[src/rtl/display_pkg.sv]
// rtl/display_pkg.sv - shared state encoding, source indices and clog2 helper for the display scheduler
package display_pkg;

  typedef enum logic {
    SHOW   = 1'b0,
    URGENT = 1'b1
  } state_t;

  localparam int SRC_PC  = 0;
  localparam int SRC_REG = 1;
  localparam int SRC_CYC = 2;
  localparam int SRC_SYS = 3;

  function automatic int clog2(input int value);
    int r;
    r = 0;
    for (int v = value - 1; v > 0; v = v >> 1) begin
      r++;
    end
    return r;
  endfunction

endpackage

[src/rtl/rr_arbiter.sv]
// rtl/rr_arbiter.sv - combinational round-robin arbiter: first request at or after ptr, wrapping
module rr_arbiter #(
  parameter int N = 4,
  parameter int IW = display_pkg::clog2(N)
) (
  input  logic [N-1:0]  req,
  input  logic [IW-1:0] ptr,
  output logic [N-1:0]  grant,
  output logic [IW-1:0] idx,
  output logic          any
);

  // Scan from the farthest offset down so the nearest request at or after ptr wins last.
  always_comb begin
    grant = '0;
    idx   = '0;
    for (int k = N - 1; k >= 0; k--) begin
      if (req[(int'(ptr) + k) % N]) begin
        grant = '0;
        grant[(int'(ptr) + k) % N] = 1'b1;
        idx = IW'((int'(ptr) + k) % N);
      end
    end
  end

  assign any = |req;

endmodule

[src/rtl/display_scheduler.sv]
// rtl/display_scheduler.sv - shares one 8-digit display between sources with rotation and urgent round-robin pre-emption
module display_scheduler
  import display_pkg::*;
#(
  parameter int NUM_SRC      = 4,
  parameter int ROTATE_TICKS = 2000,
  parameter int HOLD_TICKS   = 3000
) (
  input  logic                        clock,
  input  logic                        reset,
  input  logic                        tick,
  input  logic [32*NUM_SRC-1:0]       src_data,
  input  logic [NUM_SRC-1:0]          src_radix,
  input  logic [NUM_SRC-1:0]          src_req,
  output logic [NUM_SRC-1:0]          src_ack,
  input  logic                        sel_next,
  input  logic                        auto_en,
  output logic [31:0]                 data_out,
  output logic                        radix_out,
  output logic [clog2(NUM_SRC)-1:0]   active_src,
  output logic                        urgent
);

  localparam int IW = clog2(NUM_SRC);
  localparam int RW = (clog2(ROTATE_TICKS) < 1) ? 1 : clog2(ROTATE_TICKS);
  localparam int HW = (clog2(HOLD_TICKS) < 1) ? 1 : clog2(HOLD_TICKS);
  localparam logic [RW-1:0] ROT_LAST  = RW'(ROTATE_TICKS - 1);
  localparam logic [HW-1:0] HOLD_LAST = HW'(HOLD_TICKS - 1);

  state_t           state, state_nx;
  logic [IW-1:0]    cur_sel, cur_sel_nx;
  logic [IW-1:0]    rr_ptr, rr_ptr_nx;
  logic [IW-1:0]    win_idx, win_idx_nx;
  logic [RW-1:0]    rot_cnt, rot_cnt_nx;
  logic [HW-1:0]    hold_cnt, hold_cnt_nx;
  logic [NUM_SRC-1:0] ack_nx;
  logic [NUM_SRC-1:0] arb_grant;
  logic [IW-1:0]    arb_idx;
  logic             arb_any;

  function automatic logic [IW-1:0] wrap_inc(input logic [IW-1:0] v);
    return (v == IW'(NUM_SRC - 1)) ? '0 : v + 1'b1;
  endfunction

  rr_arbiter #(
    .N  (NUM_SRC),
    .IW (IW)
  ) u_arbiter (
    .req   (src_req),
    .ptr   (rr_ptr),
    .grant (arb_grant),
    .idx   (arb_idx),
    .any   (arb_any)
  );

  always_comb begin
    state_nx    = state;
    cur_sel_nx  = cur_sel;
    rr_ptr_nx   = rr_ptr;
    win_idx_nx  = win_idx;
    rot_cnt_nx  = rot_cnt;
    hold_cnt_nx = hold_cnt;
    ack_nx      = '0;
    case (state)
      SHOW: begin
        // Urgent entry outranks selection changes arriving in the same cycle.
        if (arb_any) begin
          state_nx    = URGENT;
          win_idx_nx  = arb_idx;
          rr_ptr_nx   = wrap_inc(arb_idx);
          hold_cnt_nx = '0;
          ack_nx      = arb_grant;
        end else if (sel_next) begin
          cur_sel_nx = wrap_inc(cur_sel);
          rot_cnt_nx = '0;
        end else if (auto_en && tick) begin
          if (rot_cnt == ROT_LAST) begin
            cur_sel_nx = wrap_inc(cur_sel);
            rot_cnt_nx = '0;
          end else begin
            rot_cnt_nx = rot_cnt + 1'b1;
          end
        end
      end
      URGENT: begin
        if (sel_next) begin
          cur_sel_nx = wrap_inc(cur_sel);
        end
        if (tick) begin
          if (hold_cnt == HOLD_LAST) begin
            state_nx   = SHOW;
            rot_cnt_nx = '0;
          end else begin
            hold_cnt_nx = hold_cnt + 1'b1;
          end
        end
      end
      default: state_nx = SHOW;
    endcase
  end

  always_ff @(posedge clock) begin
    if (reset) begin
      state    <= SHOW;
      cur_sel  <= '0;
      rr_ptr   <= '0;
      win_idx  <= '0;
      rot_cnt  <= '0;
      hold_cnt <= '0;
      src_ack  <= '0;
    end else begin
      state    <= state_nx;
      cur_sel  <= cur_sel_nx;
      rr_ptr   <= rr_ptr_nx;
      win_idx  <= win_idx_nx;
      rot_cnt  <= rot_cnt_nx;
      hold_cnt <= hold_cnt_nx;
      src_ack  <= ack_nx;
    end
  end

  assign urgent     = (state == URGENT);
  assign active_src = urgent ? win_idx : cur_sel;

  // Live values: the displayed source's inputs are re-sampled every cycle.
  always_ff @(posedge clock) begin
    if (reset) begin
      data_out  <= '0;
      radix_out <= 1'b0;
    end else begin
      data_out  <= src_data[32*int'(active_src) +: 32];
      radix_out <= src_radix[active_src];
    end
  end

endmodule
[config.mk]
export PLATFORM = sky130hd
export DESIGN_NAME = display_scheduler
export DESIGN_NICKNAME = d
export VERILOG_FILES = /design/src/rtl/display_pkg.sv /design/src/rtl/rr_arbiter.sv /design/src/rtl/display_scheduler.sv
export SDC_FILE = /design/constraint.sdc
export NUM_CORES = 1
export LEC_CHECK = 0
export ABC_AREA = 1
export BUFFER_PORTS_ARGS = -buffer_cell sky130_fd_sc_hd__buf_4
export CAP_MARGIN = 0
export CORE_MARGIN = 1.5
export CORE_UTILIZATION = 43
export CTS_CLUSTER_SIZE = 16
export DETAILED_ROUTE_END_ITERATION = 8
export PLACE_DENSITY_LB_ADDON = 0.05
export SLEW_MARGIN = 20
export SYNTH_ARGS = -nofsm -noshare
export SYNTH_HDL_FRONTEND = slang
export SYNTH_HIERARCHICAL = 1
export SYNTH_SLANG_ARGS = --single-unit
[constraint.sdc]
create_clock -name clock -period 2.2 [get_ports clock]
set_input_delay 0.11 -clock clock [delete_from_list [all_inputs] [get_ports clock]]
set_output_delay 0.11 -clock clock [all_outputs]
set_load 0.02 [all_outputs]
Word level (Yosys, flattened, before mapping). Cells that the tools add are included.

Flip-flop bits (word level): 67. Logic and storage cells: 110.

Add/subtract/negate cells: 7. $lt $le $gt $ge: 9. Equality and inequality tests: 12. Shift-type cells: 1. Mux-type cells: 53. Bitwise gates (word level): 5. Reductions and logical operators: 14.

Operators by type and width (count): $shiftx 128x8->32 (1); $mux 11 (6); $mux 12 (3); $mux 2 (12); $pmux 12 s2 (1); $pmux 11 s2 (1); $mux 4 (4); $mux 1 (15); $add 12x1->12 const B (1); $eq 12x12->1 const B (1); $lt 3x4->1 const B (3); $add 11x1->11 const B (1); $eq 11x11->1 const B (1); $bmux 1 s2 (5); $ne 2x2->1 const B (5); $ge 3x1->1 const B (3); $demux 1 s2 (4); $reduce_and 4->1 (2); $add 2x1->2 const B (3); $lt 2x3->1 const B (2); $ne 3x3->1 const B (2); $reduce_or 2->1 (3); $logic_and 1x1->1 (5); $add 2x2->2 const B (2); 11 further kinds (15).

Logic depth before layout (Yosys ltp). Gate-level depths: netlist of run 1.

Depth in word-level cells: 12. Mapped depth: 13.

By module. Netlist of run 1, hierarchy kept.

Modules (own cells, without submodules): display_scheduler (times used 1, cells an instance 589, area each 3661.0 µm²); rr_arbiter (times used 1, cells an instance 83, area each 464.2 µm²).

Worst setup path after synthesis of run 1. No wires, ideal clock.

Path type: reg2reg. Start point: register rr_ptr[0]. End point: register rr_ptr[1]. Library setup time: 0.113 ns. Arrival time: 1.953 ns. Required time: 2.087 ns. Slack: 0.134 ns. Stages on the path, launching flop included: 12. Clock period less this slack: 2.066 ns. Cells stage by stage: dfxtp_1 inv_2 ha_1 inv_1 nand3_2 nand2_4 inv_4 a21oi_1 o21ai_0 ha_1 nand3_1 nand2_1.

Longest elaborated chain between the ends: 10.

RTL lines: start, declared (RTL line display_scheduler.sv:32) `logic [IW-1:0] rr_ptr, rr_ptr_nx;`; start signal, assigned (RTL line display_scheduler.sv:114) `rr_ptr <= rr_ptr_nx;`; $add 2x2->2 (RTL line rr_arbiter.sv:18, rr_arbiter.sv:21); $bmux 1 s2 (RTL line rr_arbiter.sv:18) `if (req[(int'(ptr) + k) % N]) begin`; $mux 1 (not written as such) (2 in series) (RTL line rr_arbiter.sv:18); $mux 2 (3 in series) (RTL line rr_arbiter.sv:18); $mux 2 * (RTL line rr_arbiter.sv:18); net arb_idx[0] (RTL line display_scheduler.sv:38) `logic [IW-1:0] arb_idx;`; $add 2x1->2 / $eq 2x2->1 (equally long branches) (RTL line display_scheduler.sv:42) `return (v == IW'(NUM_SRC - 1)) ? '0 : v + 1'b1;`; $mux 2 * (RTL line display_scheduler.sv:42).

Mark *: on every way through the listed nets, which the timed path passes. The rest lies on a longest branch. The select of a mux whose other input is x is not followed. A chain may end at the register's enable or synchronous reset.

Worst setup path after layout of run 1.
Start point: register rr_ptr[1]. End point: register rr_ptr[1].

Longest elaborated chain between the ends: 10.

RTL lines (RTL line): $add 2x2->2 (rr_arbiter.sv:18); $bmux 1 s2 (rr_arbiter.sv:18); $mux 1 (not written as such) (2 in series) (rr_arbiter.sv:18); $mux 2 (3 in series) (rr_arbiter.sv:18); $mux 2 * (rr_arbiter.sv:18); net arb_idx[0] (display_scheduler.sv:38); $add 2x1->2 / $eq 2x2->1 (equally long branches) (display_scheduler.sv:42); $mux 2 * (display_scheduler.sv:42).

Marked as above.

==> summary.md, run 1 <==
| Metric | Value |
|---|---|
| Synthesized flop and latch total | `67` |
| Routed WL per cell | `13.3 um` |
| Final WS setup | `roughly 0.20 ns` |
| Slew headroom | `0.710` |
| Critical-path cell list | `inv_1 > ha_1 > inv_1 > nand3_2 > nand2_4 > inv_4 > a21oi_1 > o21ai_0 > ha_1 > nand3_1 > nand2_1` |
| Drt total wl | `13,100 um` |
| Worst min-delay path class | `primary input to flip-flop` |
| Register area share after synthesis | `0.325` |
| # resized after CTS | `0` |
| Final Skew | `roughly 0.010 ns` |
| Clk_lat worst skew | `between 0.3 and 0.4 ns` |
| Worst Max-Slew Pin Slew | `0.433 ns` |
| Crit path buffers/inverters | `3` |
| CTS root buf | `clkbuf_8` |
| Synth Net Count | `roughly 830` |
| Worst IR Drop VDD | `0.000557 V` |
| Hold Slack | `between 0.04 and 0.05 ns` |
| First-pass GRT wire length | `20,100 um` |
| Post-Place Worst Slack | `0.221 ns` |
| Clock Sinks | `67` |
| Share of the synthesized area in the top cell type | `0.325` |
| Predominant post-synthesis flop cell | `dfxtp_1` |
| CTS max path bufs | `2` |
| Starting Density | `0.444` |
| Slowest stage cell, crit path | `dfxtp_1` |
| Startpoint types | `flip-flop` |
| Synthesized instance count | `about 670` |
| DR pass1 iterations | `5` |
| Finished Core Util | `0.622` |
| Post-synth top cells | `nor2_1, nand2_1, dfxtp_1` |
| Seq. cell area | `approximately 0.0013 sq mm` |
| Final Cycle Share | `0.910` |
| Gpl congestion | `0.889` |
| Port Buffers | `180` |
| TritonCTS clock tree | `done` |
| Mapped Area | `0.00413 sq mm` |
| Kind of critical path | `flip-flop to flip-flop` |
| DR vias/cell | `between 4 and 5` |
| Largest net degree at the start of global routing | `68` |
| Synth warnings | `6` |
| Async set or reset register ratio after synthesis | `0` |
| Grt ovf | `0` |
| CP max stage delay | `0.34 ns` |
| Initial antenna violation count | `0` |
| Via count | `4,883` |
| Number of synthesized flops with an enable pin | `0` |
| N_diodes | `0` |
| H-tree depth | `3` |
| Clock transition at path regs | `approximately 0.070 ns` |
| Layout Cells excl Fill | `~980` |
| FMAX | `500 MHz` |
| Area Overhead vs Synth | `39.9%` |
| GRT Total Usage | `0.246` |
| Chip Height | `101 um` |
| Residual DRC | `0` |
| Nets | `1,000` |
| # IOs | `181` |
| Fin Setup TNS | `0 ns` |
| Max-cap violations | `0` |
| Area leader, netlist | `dfxtp_1` |
| Max FO, Critical Path | `8` |
| Filler Cells Inserted | `896` |
| Final setup viols | `0` |
| Min Tclk post-route | `2.00 ns` |
| Slew Limit Fails | `0` |
| Top Family by Delay on Critical Path | `adder cells` |
| Critical path arrival | `2.23 ns` |
| Hold Buf Count CTS | `0` |
| Core Area | `approximately 0.0093 sq mm` |
| Vias in the first global route | `4,370` |
| Avg Synthesized Cell Area | `6.14 sq um` |
| Most frequent cell after synthesis | `nor2_1` |
| Synth unique cells | `30` |
| Leakage | `approximately 2.7 nW` |
| TritonCTS Buffers | `9` |
| Critical Path End Type | `flip-flop` |
| Num rows | `35` |
| Routed Antenna Nets | `0` |
| Total power divided by cell area | `788 mW/mm^2` |
| Hpwl dp | `roughly 9700 um` |
| Fin. Hold Viols | `0` |
| DIE WIDTH | `101 um` |
| Post-CTS Setup Repair Bufs | `0` |
| Area of the multi-input gates | `0.00243 sq mm` |
| Worst path required time | `between 2 and 2.5 ns` |
| Dpl cells | `965` |
| Die area | `0.0102 sq mm` |
| Main area contributors after synthesis | `dfxtp_1, nor2_1, nand2_1` |
| Iteration-0 DRC Markers | `214` |
| Unrepaired setup endpoints after global routing | `no` |
| Status | `complete, no violations` |
| Fraction of final layout cells with drive strength greater than 1 | `0.271` |
==> layout by cell type, fill, tap and decap left out, drive strengths merged, types with 2 or more instances in the layout <==
cell type	n
o21ai	78
nand4	13
a21oi	59
dfxtp	67
nand2	112
nand3	38
nor3	2
clkbuf	12
ha	12
xor2	3
nor2	201
or2	4
inv	50
buf	193
==> path summary, 6_finish.rpt <==
path	from	endpoint	slack [ns]	cells after the start
hold / removal	src_data[27]	data_out[27]	0.05	3
hold reg to reg	win_idx[1]	win_idx[1]	0.46	2
setup / recovery	rr_ptr[1]	rr_ptr[1]	0.20	11
setup reg to reg	rr_ptr[1]	rr_ptr[1]	0.20	11
==> logic make-up (layout without fill, tap and decap cells) <==
group,count (synthesis),count (layout),synth area share
XOR/XNOR,4,4,0.00849
AND/OR/NAND/NOR,370,370,0.371
adder cells (fa/ha/maj),12,12,0.0364
buffers and inverters,79,257,0.0855
AO/OA/AOI/OAI,140,140,0.173
flip-flops,67,67,0.325
==> metal layers <==
metal / share of wire / routed length [um] / track usage
met2: 0.50 / 6570 / 0.447
met5: 0 / 0 / 0
met1: 0.41 / 5360 / 0.288
met4: 0.018 / 239 / 0.0791
met3: 0.069 / 896 / 0.0492
==> power by group <==
| group | switching (W) | leakage [nW] | internal, W | total (W) |
|---|---|---|---|---|
| logic | 0.00133 | 2.08 | 0.000883 | 0.00222 |
| registers | 0.0000545 | 0.551 | 0.00136 | 0.00142 |
| clock network | 0.000456 | 0.0843 | 0.000458 | 0.000914 |
| total | 0.00185 | 2.72 | 0.00270 | 0.00455 |
==> sequential cells by signal, summed over array words and instances, names as in the netlist <==
register and flops:
cur_sel 2, data_out 32, hold_cnt 12, radix_out 1, rot_cnt 11, rr_ptr 2, src_ack 4, urgent 1
win_idx 2
==> through the flow <==
stage	instance area, sq um	power, W
5_1_grt	5770	0.00488
3_5_place_dp	5600	0.00364
6_report	5770	0.00455
2_1_floorplan	4130	0.00292
4_1_cts	5770	0.00456
3_3_place_gp	5600	0.00358
==> cell type report <==
cell class | count | area share
inverters | 50 | 0.0338
multi-input cells | 526 | 0.421
clock inverters | 2 | 0.00217
flip-flops and latches | 67 | 0.232
clock buffers | 12 | 0.0269
repair buffers | 193 | 0.255
well taps | 129 | 0.0280
==> worst register-to-register path, stage by stage, from the launching register on <==
cell     delay [ns]
dfxtp_1        0.34
inv_1          0.06
ha_1           0.32
inv_1          0.08
nand3_2        0.11
nand2_4        0.09
inv_4          0.09
a21oi_1        0.07
o21ai_0        0.31
ha_1           0.30
nand3_1        0.08
nand2_1        0.06
Power figures use the tool's default switching activity.
==> run 2: changes to the inputs <==
--- a/config.mk
+++ b/config.mk
@@ -13,8 +13,8 @@
 export CTS_CLUSTER_SIZE = 16
 export DETAILED_ROUTE_END_ITERATION = 8
 export PLACE_DENSITY_LB_ADDON = 0.05
+export SETUP_SLACK_MARGIN = 0.1
 export SLEW_MARGIN = 20
 export SYNTH_ARGS = -nofsm -noshare
 export SYNTH_HDL_FRONTEND = slang
-export SYNTH_HIERARCHICAL = 1
 export SYNTH_SLANG_ARGS = --single-unit
==> summary.md, run 2 <==
| Metric | Value |
|---|---|
| Grt ovf | `0 (unchanged)` |
| N_diodes | `0 (unchanged)` |
| Flop pwr share | `0.336 (+0.025)` |
| First-pass GRT wire length | `19,600 um (-2.4%)` |
| CTS root buf | `clkbuf_8` |
| # IOs | `181 (unchanged)` |
| Hold Buf Count CTS | `0 (unchanged)` |
| Largest register FFs | `32 (unchanged)` |
| Status | `complete, no violations` |
| Worst IR Drop VDD | `0.000369 V (-34%)` |
| Sw frac | `0.394 (-0.0117)` |
| Max-cap violations | `0 (unchanged)` |
| Port Buffers | `180 (unchanged)` |
| Min-delay src | `src_data[7]` |
| Kind of critical path | `flip-flop to flip-flop` |
| Nets | `960 (-4.0%)` |
| Worst reg2reg setup slack | `0.34 ns (+0.14 ns)` |
| Worst min-delay path class | `primary input to flip-flop` |
| Area leader, netlist | `dfxtp_1` |
| Final Cycle Share | `0.847 (-0.0625)` |
| Gpl congestion | `0.889 (about the same)` |
| Critical path origin | `rr_ptr[1]` |
| TritonCTS clock tree | `done` |
| Critical path arrival | `2.11 ns (-0.12 ns)` |
| Worst path required time | `2.44 ns (+0.02 ns)` |
| Clk pwr share | `0.218 (+0.017)` |
| Hpwl dp | `9270 um (-4.5%)` |
| Commonest cells after routing, fill and taps aside | `buf_4, nor2_1, nand2_1` |
| Number of synthesized flops with an enable pin | `0 (unchanged)` |
| PnR Total Power | `0.00427 W (-6.1%)` |
| Predominant post-synthesis flop cell | `dfxtp_1` |
| Seq. cell area | `0.00134 sq mm (about the same)` |
| Via count | `4,737 (-3.0%)` |
| # resized after CTS | `0 (unchanged)` |
| Core Area | `0.00885 sq mm (-4.7%)` |
| Initial antenna violation count | `0 (unchanged)` |
| Vias in the first global route | `4,339 (-0.71%)` |
| Post-CTS Setup Repair Bufs | `0 (unchanged)` |
| Post-route cell area | `0.00557 sq mm (-3.5%)` |
| Chip Height | `99.4 um (-1.6%)` |
| Filler Cells Inserted | `807 (-9.9%)` |
| FMAX | `537 MHz (+7.4%)` |
| TritonCTS Buffers | `9 (unchanged)` |
| Worst Max-Slew Pin Slew | `0.514 ns (+0.0807 ns)` |
| Area Overhead vs Synth | `39.5%` |
| Final setup viols | `0 (unchanged)` |
| Int Power | `0.00259 W (-4.3%)` |
| Commonest non-fill, non-tap cell in the layout | `buf_4` |
| Mapped Area | `0.00399 sq mm (-3.2%)` |
| Largest registers | `data_out: 32 flops, hold_cnt: 12 flops, rot_cnt: 11 flops` |
| H-tree depth | `3 (unchanged)` |
| Startpoint types | `flip-flop` |
| Routed Antenna Nets | `0 (unchanged)` |
| Fin. Hold Viols | `0 (unchanged)` |
| Die area | `0.00987 sq mm (-3.1%)` |
| Placed inst area | `0.00539 sq mm (-3.8%)` |
| Max FO, Critical Path | `8 (unchanged)` |
| Fin Setup TNS | `0 ns (unchanged)` |
| Avg Synthesized Cell Area | `6.25 sq um (+1.8%)` |
| Critical Path End Type | `flip-flop` |
| Residual DRC | `0 (unchanged)` |
| Clock Sinks | `67 (unchanged)` |
| Post-synth top cells | `nor2_1, nand2_1, dfxtp_1` |
| Clock transition at path regs | `0.07 ns (about the same)` |
| Share of the synthesized area in the top cell type | `0.336 (+0.0108)` |
| Fraction of final layout cells with drive strength greater than 1 | `0.267 (-0.00368)` |
| Synth Net Count | `791 (-4.1%)` |
| Num rows | `34 (-2.9%)` |
| Reg2reg start | `rr_ptr[1]` |
| Slew headroom | `0.657 (-0.0532)` |
| DR vias/cell | `5.14 (+3.1%)` |
| CTS max path bufs | `2 (unchanged)` |
| Switching pwr | `0.00168 W (-8.8%)` |
| Slew Limit Fails | `0 (unchanged)` |
| Iteration-0 DRC Markers | `209 (-2.3%)` |
| Area of the multi-input gates | `0.00229 sq mm (-5.6%)` |
| DIE WIDTH | `99.4 um (-1.6%)` |
| Synth unique cells | `32 (+6.7%)` |
| Synthesized flop and latch total | `67 (unchanged)` |
| Final Skew | `0.00932 ns (-0.00108 ns)` |
| Starting Density | `0.451 (+0.00688)` |
| Synthesized instance count | `639 (-4.9%)` |
| Logic pwr share | `0.445 (-0.043)` |
| Most frequent cell after synthesis | `nor2_1` |
| Main area contributors after synthesis | `dfxtp_1, nor2_1, nand2_1` |
| Largest net degree at the start of global routing | `68 (unchanged)` |
| Async set or reset register ratio after synthesis | `0 (unchanged)` |
| Most flops, register | `data_out` |
| Total power divided by cell area | `767 mW/mm^2 (-2.7%)` |
| DR pass1 iterations | `5 (unchanged)` |
| Routed WL per cell | `13.5 um (+0.94%)` |
| Register area share after synthesis | `0.336 (+0.0108)` |
| Synth warnings | `0 (-6)` |
| GRT Total Usage | `0.244 (-0.00182)` |
| Unrepaired setup endpoints after global routing | `no` |
| Leakage | `2.58 nW (-5.1%)` |
| Clk_lat worst skew | `0.34 ns (about the same)` |
| Min Tclk post-route | `1.86 ns (-0.138 ns)` |
| Finished Core Util | `0.629 (+0.00768)` |
| Drt total wl | `12,400 um (-5.0%)` |
==> run 2: changes by cell type after synthesis, sizes merged, moves of 6 or more <==
cell | before | now
nor3 | 2 | 10
nand3 | 38 | 31
nor2 | 201 | 176
o22ai | 0 | 6
nand2 | 112 | 100
==> run 2: layer usage <==
layer,GRT usage,vias up,wire length (um)
li1,-,2418,-
met1,0.291,2134,5130
met2,0.432,160,6170
met3,0.0506,25,795
met4,0.0910,0,307
met5,0,-,0
==> run 2: per-stage QoR <==
step	instances	hold WS [ns]	worst slack (ns)
finish	921	0.0428	0.336
global route	921	0.0490	0.111
CTS	921	0.0337	0.208
detailed placement	905	0.395	0.263
global placement	905	0.389	0.388
floorplan	639	0.287	0.514
==> run 2: logic make-up (layout without fill, tap and decap cells) <==
| kind of cell | after synthesis | in the layout | share of synthesized area |
|---|---|---|---|
| adder cells (fa/ha/maj) | 11 | 11 | 0.0345 |
| flip-flops | 67 | 67 | 0.336 |
| XOR/XNOR | 5 | 5 | 0.0110 |
| AO/OA/AOI/OAI | 148 | 148 | 0.191 |
| AND/OR/NAND/NOR | 330 | 330 | 0.338 |
| buffers and inverters | 78 | 252 | 0.0893 |
==> run 2: worst paths after layout <==
kind	to	cells after the start
setup reg to reg	rr_ptr[1]	11
hold / removal	data_out[7]	3
hold reg to reg	cur_sel[1]	2
setup / recovery	rr_ptr[1]	11
==> run 2: critical path, cell delays in order, from the launching register on <==
cell,delay (ns)
dfxtp_2,0.41
inv_1,0.14
ha_1,0.36
inv_1,0.07
nand3_1,0.10
nand2_1,0.13
a21oi_1,0.18
nand2_1,0.10
nand2_1,0.09
nand2_1,0.06
nor2_1,0.08
nor2_1,0.04
==> run 2: final cells by class <==
type                            instances  area share
Sequential cell                        67       0.241
Timing Repair Buffer                  188       0.259
Multi-Input combinational cell        494       0.412
Clock buffer                           14      0.0292
Tap cell                              108      0.0243
Clock inverter                          2     0.00180
Inverter                               48      0.0328
==> run 2: power by group through the flow <==
stage,sequential [W],combinational (W),clock (W)
after floorplan,0.00160,0.00111,0
after global placement,0.00146,0.00183,0
after detailed placement,0.00146,0.00187,0
after CTS,0.00143,0.00188,0.000949
after global routing,0.00145,0.00211,0.00100
final,0.00144,0.00190,0.000932
==> run 3: changes to the inputs <==
--- a/config.mk
+++ b/config.mk
@@ -5,11 +5,11 @@
 export SDC_FILE = /design/constraint.sdc
 export NUM_CORES = 1
 export LEC_CHECK = 0
-export ABC_AREA = 1
+export ABC_AREA = 0
 export BUFFER_PORTS_ARGS = -buffer_cell sky130_fd_sc_hd__buf_4
 export CAP_MARGIN = 0
 export CORE_MARGIN = 1.5
-export CORE_UTILIZATION = 43
+export CORE_UTILIZATION = 42
 export CTS_CLUSTER_SIZE = 16
 export DETAILED_ROUTE_END_ITERATION = 8
 export PLACE_DENSITY_LB_ADDON = 0.05
==> constraint.sdc (replaced) <==
create_clock -name clock -period 1.6 [get_ports clock]
set_input_delay 0.08 -clock clock [delete_from_list [all_inputs] [get_ports clock]]
set_output_delay 0.08 -clock clock [all_outputs]
set_load 0.02 [all_outputs]
==> summary.md, run 3 <==
| Metric | Value |
|---|---|
| TritonCTS Buffers | `9 (unchanged)` |
| Worst Max-Slew Pin Slew | `0.688 ns (+0.174 ns)` |
| Final WS setup | `-0.286 ns (-0.623 ns)` |
| Mapped Area | `0.00376 sq mm (-5.9%)` |
| Fin Setup TNS | `-11.91 ns (-11.91 ns)` |
| Final Cycle Share | `1.18 (+0.332)` |
| Compound-cell area share of the yosys netlist | `0.123 (-0.0676)` |
| Critical Path End Type | `flip-flop` |
| Slew headroom | `0.541 (-0.115)` |
| RR Endpoint | `rr_ptr[1]` |
| Leakage | `2.85 nW (+11%)` |
| Clock transition at path regs | `0.08 ns (about the same)` |
| TritonCTS clock tree | `done` |
| Area leader, netlist | `dfxtp_1` |
| Clock Sinks | `67 (unchanged)` |
| First-pass GRT wire length | `19,100 um (-2.9%)` |
| Startpoint types | `flip-flop` |
| Most flops, register | `data_out` |
| Iteration-0 DRC Markers | `128 (-39%)` |
| # IOs | `181 (unchanged)` |
| DR vias/cell | `5.42 (+5.4%)` |
| Post-synthesis adder-cell area fraction | `0.0366 (+0.00216)` |
| GRT Total Usage | `0.254 (+0.00981)` |
| Gpl congestion | `0.802 (-9.8%)` |
| Residual DRC | `0 (unchanged)` |
| Worst reg2reg setup slack | `-0.29 ns (-0.62 ns)` |
| Clk_lat worst skew | `0.34 ns (about the same)` |
| Fraction of synthesized area in multiplexers | `0.239 (+0.239)` |
| Port Buffers | `180 (unchanged)` |
| Routed wl met2 | `6710 um (+8.8%)` |
| Synthesized instance count | `346 (-46%)` |
| Worst IR Drop VDD | `0.000441 V (+19%)` |
| Critical path arrival | `2.16 ns (+0.05 ns)` |
| PnR Total Power | `0.00560 W (+31%)` |
| DR pass1 iterations | `4 (-1)` |
| Most frequent cell after synthesis | `dfxtp_1` |
| Kind of critical path | `flip-flop to flip-flop` |
| Max Used Layer | `met4` |
| Simple-gate portion of the synthesized area | `0.180 (-0.159)` |
| Synth Net Count | `498 (-37%)` |
| Share of the synthesized area in the top cell type | `0.357 (+0.0210)` |
| CTS max path bufs | `2 (unchanged)` |
| Post-synth top cells | `dfxtp_1, mux4_2, nor2b_1` |
| Worst path required time | `1.87 ns (-0.57 ns)` |
| Largest register FFs | `32 (unchanged)` |
| Commonest non-fill, non-tap cell in the layout | `buf_4` |
| Vias in the first global route | `3,945 (-9.1%)` |
| Via count | `3,796 (-20%)` |
| Largest registers | `data_out: 32 flops, hold_cnt: 12 flops, rot_cnt: 11 flops` |
| Min Tclk post-route | `1.89 ns (+0.0225 ns)` |
| Die area | `0.00952 sq mm (-3.5%)` |
| CTS root buf | `clkbuf_8` |
| Slowest stage cell, crit path | `dfxtp_4` |
| Number of synthesized flops with an enable pin | `0 (unchanged)` |
| Synth warnings | `0 (unchanged)` |
| Max-cap violations | `0 (unchanged)` |
| Synthesized flop and latch total | `67 (unchanged)` |
| Register area share after synthesis | `0.357 (+0.0210)` |
| Area Overhead vs Synth | `74.3%` |
| Top Family by Delay on Critical Path | `multiplexers` |
| Initial antenna violation count | `1 (+1)` |
| Failing checks | `setup timing` |
| Finished Core Util | `0.754 (+0.125)` |
| Total power divided by cell area | `855 mW/mm^2 (+12%)` |
| Core Area | `0.00868 sq mm (-1.9%)` |
| Status | `finished, violations left` |
| Starting Density | `0.433 (-0.0183)` |
| Hpwl dp | `8930 um (-3.6%)` |
| Main area contributors after synthesis | `dfxtp_1, mux4_2, nor2b_1` |
| Unrepaired setup endpoints after global routing | `yes` |
| Fin. Hold Viols | `0 (unchanged)` |
| Drt total wl | `12,500 um (+0.69%)` |
| Commonest cells after routing, fill and taps aside | `buf_4, dfxtp_1, mux4_2` |
| CP endpoint | `rr_ptr[1]` |
| Async set or reset register ratio after synthesis | `0 (unchanged)` |
| Synth Area in XOR/XNOR | `0.0233 (+0.0123)` |
| Routed wl met3 | `583 um (-27%)` |
| Hold Buf Count CTS | `0 (unchanged)` |
| Final Skew | `0.0109 ns (+0.00162 ns)` |
| Filler Cells Inserted | `589 (-27%)` |
| Num rows | `34 (unchanged)` |
| Routed WL per cell | `17.8 um (+32%)` |
| CP max stage delay | `0.38 ns (-0.03 ns)` |
| Nets | `738 (-23%)` |
| Max FO, Critical Path | `6 (-2)` |
| Largest family of logic cells by synthesized area | `multiplexers` |
| Avg Synthesized Cell Area | `10.9 sq um (+74%)` |
| DIE WIDTH | `97.6 um (-1.8%)` |
| Chip Height | `97.6 um (-1.8%)` |
| Routed Antenna Nets | `0 (unchanged)` |
| H-tree depth | `3 (unchanged)` |
| Slew Limit Fails | `0 (unchanged)` |
| Worst min-delay path class | `primary input to flip-flop` |
| FMAX | `530 MHz (-1.2%)` |
| Crit path buffers/inverters | `1 (-1)` |
| Synth unique cells | `51 (+59%)` |
| Final setup viols | `65 (+65)` |
| FF-to-FF path depth | `7 (-4)` |
| Predominant post-synthesis flop cell | `dfxtp_1` |
| Largest net degree at the start of global routing | `41 (-40%)` |
| Critical-path cell list | `clkinvlp_4 > ha_4 > mux4_2 > nor2b_4 > or2_1 > a41oi_2 > mux2i_1` |
| Placed inst area | `0.00574 sq mm (+6.4%)` |
| M1 WL | `4960 um (-3.4%)` |
| Post-route cell area | `0.00655 sq mm (+18%)` |
| Hold Crit Depth | `3 (unchanged)` |
| Critical path depth | `7 (-4)` |
| Grt ovf | `0 (unchanged)` |
| Fraction of final layout cells with drive strength greater than 1 | `0.645 (+0.378)` |
[run 3: cell types whose count changed after synthesis, sizes merged, moves of 6 or more]
cell,before,now
a21oi,59,14
a311oi,0,9
buf,20,12
inv,47,9
mux2i,0,6
mux4,0,37
nand2,100,16
nand3,31,8
nor2,176,27
nor2b,1,37
o2111ai,0,6
o21ai,82,8
o22ai,6,0
[run 3: logic make-up after synthesis]
family          count (synthesis)
compound gates                 61
xor+xnor                       10
fa+ha+maj                      11
buf+inv                        31
flops                          67
mux                            43
simple gates                  123
[run 3: worst reg2reg max path, stage by stage, from the launching register on]
cell and delay, ns:
dfxtp_4 0.38, clkinvlp_4 0.10, ha_4 0.28, mux4_2 0.28
nor2b_4 0.16, or2_1 0.24, a41oi_2 0.18, mux2i_1 0.20
[run 3: through the flow]
stage	std cells	setup WS, ns	hold slack [ns]
floorplan	346	-0.449	0.287
global placement	665	-0.237	0.483
detailed placement	665	-0.294	0.479
CTS	695	-0.280	0.152
global route	699	-0.356	0.169
finish	700	-0.286	0.162
[run 3: cell type report]
| cell class | count | area [sq um] | area share |
|---|---|---|---|
| flip-flops and latches | 67 | 1360 | 0.207 |
| well taps | 108 | 135 | 0.0206 |
| diodes | 1 | 2.50 | 0.000382 |
| repair buffers | 251 | 2120 | 0.324 |
| inverters | 9 | 42.5 | 0.00650 |
| clock inverters | 7 | 100 | 0.0153 |
| multi-input cells | 248 | 2670 | 0.408 |
| clock buffers | 9 | 124 | 0.0189 |
[run 3: routing by layer]
metal / vias to the layer above / GRT usage
met5: - / 0
met4: 0 / 0.0846
met3: 22 / 0.0597
met2: 108 / 0.456
met1: 1877 / 0.296
li1: 1789 / -
[run 3: worst min-delay path by stage]
stage / slack [ns] / start / endpoint
5_1_grt: 0.17 / src_data[21] / data_out[21]
4_1_cts: 0.15 / src_data[97] / data_out[1]
6_report: 0.16 / src_data[97] / data_out[1]
3_3_place_gp: 0.48 / rot_cnt[9] / rot_cnt[9]
3_5_place_dp: 0.48 / rot_cnt[9] / rot_cnt[9]
2_1_floorplan: 0.29 / sel_next / rot_cnt[4]
[run 3: timing repair]
item / 4_1_cts / 5_1_grt
resized for setup: 43 / 37
endpoints found under the hold margin: 0 / 0
cloned: 5 / 1
buffers inserted: 9 / 3
pin swaps: 15 / 8
setup endpoints to repair: 68 / 69
[run 3: power breakdown]
group | switching (W) | internal (W)
clock | 0.000709 | 0.000889
sequential | 0.0000513 | 0.00180
combinational | 0.000910 | 0.00124
total | 0.00167 | 0.00393
